## config.mk

```make
export PLATFORM = sky130hd
export DESIGN_NAME = set_job_dispatcher
export DESIGN_NICKNAME = d
export VERILOG_FILES = /design/src/rtl/set_job_dispatcher.sv
export SDC_FILE = /design/constraint.sdc
export NUM_CORES = 1
export LEC_CHECK = 0
export ABC_AREA = 1
export CELL_PAD_IN_SITES_DETAIL_PLACEMENT = 1
export CELL_PAD_IN_SITES_GLOBAL_PLACEMENT = 1
export CORE_MARGIN = 2
export CORE_UTILIZATION = 49
export DETAILED_ROUTE_END_ITERATION = 7
export PLACE_DENSITY_LB_ADDON = 0.1
export SLEW_MARGIN = 10
export SYNTH_ARGS = -nofsm -noshare
export SYNTH_HDL_FRONTEND = slang
export SYNTH_SLANG_ARGS = --single-unit
export TNS_END_PERCENT = 100
```

## constraint.sdc

```tcl
create_clock -name clk -period 7.3 [get_ports clk]
set_input_delay 1.095 -clock clk [delete_from_list [all_inputs] [get_ports clk]]
set_output_delay 1.095 -clock clk [all_outputs]
set_load 0.1 [all_outputs]
```

## src/rtl/set_job_dispatcher.sv

```systemverilog
// Job queue + launcher + result queue in front of the SET point-counting engine.
// Optional watchdog in WAIT is enabled by defining SET_DISP_TIMEOUT_EN.
module set_job_dispatcher #(
  parameter int unsigned JQ_DEPTH = 4,
  parameter int unsigned RQ_DEPTH = 4,
  parameter int unsigned TAG_W    = 4,
  parameter int unsigned TO_CYC   = 2047
) (
  input  logic              clk,
  input  logic              rst,
  input  logic              job_valid,
  output logic              job_ready,
  input  logic [23:0]       job_central,
  input  logic [11:0]       job_radius,
  input  logic [1:0]        job_mode,
  input  logic [TAG_W-1:0]  job_tag,
  output logic              res_valid,
  input  logic              res_ready,
  output logic [7:0]        res_candidate,
  output logic [TAG_W-1:0]  res_tag,
  output logic              res_err,
  output logic              set_en,
  output logic [23:0]       set_central,
  output logic [11:0]       set_radius,
  output logic [1:0]        set_mode,
  input  logic              set_busy,
  input  logic              set_valid,
  input  logic [7:0]        set_candidate,
  output logic [2:0]        jobs_pending
);

  localparam int unsigned JQ_AW  = $clog2(JQ_DEPTH);
  localparam int unsigned RQ_AW  = $clog2(RQ_DEPTH);
  localparam int unsigned CENT_W = 24;
  localparam int unsigned RAD_W  = 12;
  localparam int unsigned MODE_W = 2;
  localparam int unsigned CAND_W = 8;
  localparam int unsigned JOB_W  = CENT_W + RAD_W + MODE_W + TAG_W;
  localparam int unsigned RES_W  = CAND_W + TAG_W;
  localparam int unsigned PEND_W = JQ_AW + 2;

  typedef enum logic [1:0] {
    S_IDLE   = 2'd0,
    S_LAUNCH = 2'd1,
    S_WAIT   = 2'd2,
    S_GAP    = 2'd3
  } state_t;

  state_t state, state_nxt;

  logic jq_push, jq_pop;
  logic rq_push, rq_pop;

  // SET busy is informational only; sequencing relies on valid.
  logic unused_busy;
  assign unused_busy = set_busy;

  // ---------------------------------------------------------------- job queue
  logic [JOB_W-1:0] jq_mem [JQ_DEPTH];
  logic [JQ_AW-1:0] jq_wr_ptr, jq_rd_ptr;
  logic [JQ_AW:0]   jq_count;
  logic [JOB_W-1:0] jq_head;

  assign job_ready = (jq_count != (JQ_AW+1)'(JQ_DEPTH));
  assign jq_push   = job_valid & job_ready;
  assign jq_head   = jq_mem[jq_rd_ptr];

  always_ff @(posedge clk) begin
    if (jq_push) jq_mem[jq_wr_ptr] <= {job_central, job_radius, job_mode, job_tag};
  end

  always_ff @(posedge clk) begin
    if (rst) begin
      jq_wr_ptr <= '0;
      jq_rd_ptr <= '0;
      jq_count  <= '0;
    end else begin
      if (jq_push) jq_wr_ptr <= jq_wr_ptr + JQ_AW'(1);
      if (jq_pop)  jq_rd_ptr <= jq_rd_ptr + JQ_AW'(1);
      case ({jq_push, jq_pop})
        2'b10:   jq_count <= jq_count + (JQ_AW+1)'(1);
        2'b01:   jq_count <= jq_count - (JQ_AW+1)'(1);
        default: jq_count <= jq_count;
      endcase
    end
  end

  // ------------------------------------------------------------- result queue
  logic [RES_W-1:0] rq_mem [RQ_DEPTH];
  logic [RQ_AW-1:0] rq_wr_ptr, rq_rd_ptr;
  logic [RQ_AW:0]   rq_count;
  logic [RES_W-1:0] rq_head;
  logic [RES_W-1:0] rq_wdata;
  logic [TAG_W-1:0] cur_tag;

  assign res_valid = (rq_count != '0);
  assign rq_pop    = res_valid & res_ready;
  assign rq_head   = rq_mem[rq_rd_ptr];

  // Head fields are masked when empty so stale storage never shows after reset.
  assign res_candidate = res_valid ? rq_head[RES_W-1 -: CAND_W] : '0;
  assign res_tag       = res_valid ? rq_head[TAG_W-1:0] : '0;

  always_ff @(posedge clk) begin
    if (rq_push) rq_mem[rq_wr_ptr] <= rq_wdata;
  end

  always_ff @(posedge clk) begin
    if (rst) begin
      rq_wr_ptr <= '0;
      rq_rd_ptr <= '0;
      rq_count  <= '0;
    end else begin
      if (rq_push) rq_wr_ptr <= rq_wr_ptr + RQ_AW'(1);
      if (rq_pop)  rq_rd_ptr <= rq_rd_ptr + RQ_AW'(1);
      case ({rq_push, rq_pop})
        2'b10:   rq_count <= rq_count + (RQ_AW+1)'(1);
        2'b01:   rq_count <= rq_count - (RQ_AW+1)'(1);
        default: rq_count <= rq_count;
      endcase
    end
  end

  // ------------------------------------------------------------------ watchdog
`ifdef SET_DISP_TIMEOUT_EN
  localparam int unsigned TO_W = 11;

  logic [TO_W-1:0] wd_cnt;
  logic            wd_expire;
  logic            rq_push_err;
  logic            rq_err [RQ_DEPTH];

  assign wd_expire = (wd_cnt == TO_W'(TO_CYC - 1));

  // Zeroed during LAUNCH so the first WAIT cycle sees count 0.
  always_ff @(posedge clk) begin
    if (rst) begin
      wd_cnt <= '0;
    end else if (state == S_LAUNCH) begin
      wd_cnt <= '0;
    end else if (state == S_WAIT) begin
      wd_cnt <= wd_cnt + TO_W'(1);
    end
  end

  always_ff @(posedge clk) begin
    if (rq_push) rq_err[rq_wr_ptr] <= rq_push_err;
  end

  assign res_err  = res_valid ? rq_err[rq_rd_ptr] : 1'b0;
  assign rq_wdata = rq_push_err ? {CAND_W'(0), cur_tag} : {set_candidate, cur_tag};
`else
  assign res_err  = 1'b0;
  assign rq_wdata = {set_candidate, cur_tag};
`endif

  // ----------------------------------------------------------------------- FSM
  always_ff @(posedge clk) begin
    if (rst) state <= S_IDLE;
    else     state <= state_nxt;
  end

  always_comb begin
    state_nxt = state;
    jq_pop    = 1'b0;
    rq_push   = 1'b0;
`ifdef SET_DISP_TIMEOUT_EN
    rq_push_err = 1'b0;
`endif
    case (state)
      // Launch only when a result slot is free; that slot is implicitly reserved.
      S_IDLE: begin
        if ((jq_count != '0) && (rq_count != (RQ_AW+1)'(RQ_DEPTH))) begin
          jq_pop    = 1'b1;
          state_nxt = S_LAUNCH;
        end
      end
      S_LAUNCH: state_nxt = S_WAIT;
      S_WAIT: begin
        if (set_valid) begin
          rq_push   = 1'b1;
          state_nxt = S_GAP;
        end
`ifdef SET_DISP_TIMEOUT_EN
        else if (wd_expire) begin
          rq_push     = 1'b1;
          rq_push_err = 1'b1;
          state_nxt   = S_GAP;
        end
`endif
      end
      S_GAP:   state_nxt = S_IDLE;
      default: state_nxt = S_IDLE;
    endcase
  end

  // ---------------------------------------------------- SET hold regs and en
  always_ff @(posedge clk) begin
    if (rst) begin
      set_central <= '0;
      set_radius  <= '0;
      set_mode    <= '0;
      cur_tag     <= '0;
      set_en      <= 1'b0;
    end else begin
      set_en <= jq_pop;
      if (jq_pop) {set_central, set_radius, set_mode, cur_tag} <= jq_head;
    end
  end

  // ------------------------------------------------------------- occupancy
  logic [PEND_W-1:0] pend_sum;

  assign pend_sum     = PEND_W'(jq_count) + PEND_W'(state != S_IDLE);
  assign jobs_pending = (pend_sum > PEND_W'(7)) ? 3'd7 : 3'(pend_sum);

endmodule
```

==> impl_metrics.env <==
export IMPL_die_x_um=154
export IMPL_worst_endpoint_required_ps=6200
export IMPL_cts_resized=0
export IMPL_intPower_uw=3290
export IMPL_power_density_nw_per_um2=434
export IMPL_num_rows=54
export IMPL_slew_viol_final=0
export IMPL_coreArea_um2=22000
export IMPL_crit_chain="inv_1, nor2_1, o21ai_0, a21oi_1, clkdlybuf4s50_1"
export IMPL_root_buffer="clkbuf_16"
export IMPL_max_stage_delay_ps=1170
export IMPL_io_pins=113
export IMPL_dieArea_um2=23700
export IMPL_critPathBufInv=2
export IMPL_synthToLayoutAreaGrowth_pct=19.5
export IMPL_power_frac_comb=0.388
export IMPL_relSlewSlack=0.242
export IMPL_fill_cells=2269
export IMPL_vias_per_cell=5.25
export IMPL_grt_antenna_before_repair=0
export IMPL_fmax_mhz=230
export IMPL_ys_seq_area_frac=0.700
export IMPL_synth_fp_nets=1039
export IMPL_fin_skew_ps=10.4
export IMPL_overflow=0
export IMPL_grt_max_degree=88
export IMPL_grt_pass1_wl_um=39200
export IMPL_start_util=0.501
export IMPL_period_minus_slack_ps=4360
export IMPL_sw_frac_of_total=0.424
export IMPL_hold_path_class="register to register"
export IMPL_cts_tree="yes"
export IMPL_arrival_ps=3260
export IMPL_ys_types=26
export IMPL_p_clk_frac=0.246
export IMPL_cts_max_path_buffers=3
export IMPL_power_total_uw=5710
export IMPL_ys_ff_latch=277
export IMPL_status="completed"
export IMPL_cts_setup_buffers=0
export IMPL_syn_avg_cell_area_um2=11.4
export IMPL_p_leak_uw=0.00494
export IMPL_die_h_um=154
export IMPL_maxCapViolCount=0
export IMPL_cts_buffers=29
export IMPL_grt_use_total=0.210
export IMPL_grt_pass1_vias=7584
export IMPL_worst_pin_slew_ps=1130
export IMPL_via_count=7188
export IMPL_clkTransAtPathRegs_ps=60
export IMPL_critical_path_class="register to primary output"
export IMPL_pre_cts_slack_ps=3500
export IMPL_portBuffers=110
export IMPL_wl_um=24300
export IMPL_drt_iter0_markers=297
export IMPL_netSwitchingPower_uw=2420
export IMPL_crit_fanout=13
export IMPL_seq_area_um2=7710
export IMPL_nNetsFinal=1139
export IMPL_synthTopCellsByArea="edfxtp_1 (59%), dfxtp_1 (11%), nor2_1 (11%)"
export IMPL_yosysTopAreaCellShare=0.589
export IMPL_tns_ps=0
export IMPL_critPathSlowestCell="clkdlybuf4s50_1"
export IMPL_fin_ws_ps=2940
export IMPL_drive_gt1_frac=0.0698
export IMPL_ir_drop_uv=319
export IMPL_postCtsHoldBufs=0
export IMPL_endpoint_kind="primary output"
export IMPL_ys_warn_count=0
export IMPL_place_congestion=0.687
export IMPL_crit_family="buffers and inverters"
export IMPL_cts_htree_levels=1
export IMPL_seq_power_share=0.367
export IMPL_min_period_over_period=0.597
export IMPL_start_kind="register"
export IMPL_wl_per_cell_um=17.8
export IMPL_yosysTopAreaCell="edfxtp_1"
export IMPL_clkLatencyLatePin_ps=550
export IMPL_antenna_cells=0
export IMPL_multi_input_area_um2=2850
export IMPL_place_hpwl_um=13600
export IMPL_rsz0062_at_grt="false"
export IMPL_finalSetupViolations=0
export IMPL_synth_area_um2=11000
export IMPL_syn_instance_count=966
export IMPL_postLayoutCoreUtil=0.599
export IMPL_drc=0
export IMPL_drt_pass1_iter_count=4
export IMPL_clock_sinks=277
export IMPL_ant_nets=0
export IMPL_final_hold_violation_count=0
==> layout by cell type (no fill, tap or decap), types with 5 or more instances in the layout <==
cell type	netlist	final
a21oi_1	27	27
buf_4	6	10
clkbuf_16	0	29
clkbuf_8	0	5
clkdlybuf4s50_1	0	109
clkinv_1	0	5
clkinv_2	0	8
dfxtp_1	61	59
edfxtp_1	216	216
ha_1	15	15
inv_1	35	35
nand2_1	64	64
nand3_1	6	6
nor2_1	312	308
o21ai_0	70	70
o21ai_1	49	49
o21bai_1	42	42
==> final cells by class <==
class,instances,area share
well taps,280,0.0266
repair buffers,120,0.0890
clock buffers,37,0.0613
multi-input cells,599,0.217
flip-flops and latches,277,0.586
inverters,39,0.0111
clock inverters,17,0.00856
==> cell usage after synthesis <==
cell type	number
or2_2	1
fa_1	2
conb_1	1
nand3_1	6
o21ai_0	70
ha_1	15
nand2_4	1
xor2_1	2
clkbuf_1	12
a21oi_2	2
inv_2	4
nand3_2	2
o21ai_1	49
nor2_1	312
nand2_2	1
o21bai_1	42
nand2_1	64
buf_2	21
dfxtp_1	61
inv_1	35
buf_6	12
a21oi_1	27
nor2_8	1
buf_4	6
edfxtp_1	216
nor2_2	1
==> registers in the layout, summed over array words and instances, names as in the netlist, named ones only <==
register and cells:
jq_mem 168, rq_mem 48, set_central 24, set_radius 12, cur_tag 4, jq_count 3, rq_count 3, jq_rd_ptr 2
jq_wr_ptr 2, rq_rd_ptr 2, rq_wr_ptr 2, set_mode 2, state 2, set_en 1
==> power groups by stage <==
stage                     Clock (µW)  Combinational, µW  Sequential [µW]
final                           1400               2210             2090
after global routing            1490               2390             2120
after CTS                       1430               2240             2100
after detailed placement           0               2230             2130
after global placement             0               2180             2110
after floorplan                    0               1320             2520
==> layer usage <==
layer / up-vias / track usage / part of all wire
met5: - / 0 / 0
met4: 0 / 0.0632 / 0.027
met3: 48 / 0.0352 / 0.039
met2: 148 / 0.385 / 0.51
met1: 3521 / 0.255 / 0.42
li1: 3471 / - / -
==> worst paths after layout <==
| check | startpoint | to | slack [ps] | cells past startpoint |
|---|---|---|---|---|
| worst max-delay path | register | res_tag[3] | 2940 | 5 |
| worst min-delay path | rq_count[0] | rq_count[0] | 460 | 1 |
| worst max register to register | state[0] | jq_count[2] | 4660 | 11 |
| worst min register to register | rq_count[0] | rq_count[0] | 460 | 1 |
==> stage by stage <==
step           std cells  hold WS, ps  area (µm²)
6_report            1369          460       13200
5_1_grt             1369          502       13200
4_1_cts             1369          458       13200
3_5_place_dp        1315          448       12200
3_3_place_gp        1315          437       12200
2_1_floorplan        966          422       11000
==> cell families after synthesis <==
| family | share of synthesized area |
|---|---|
| XOR/XNOR | 0.00159 |
| flip-flops | 0.700 |
| AO/OA/AOI/OAI | 0.0966 |
| buffers and inverters | 0.0433 |
| other | 0.000341 |
| AND/OR/NAND/NOR | 0.137 |
| adder cells (fa/ha/maj) | 0.0207 |
Power figures use the tool's default switching activity.
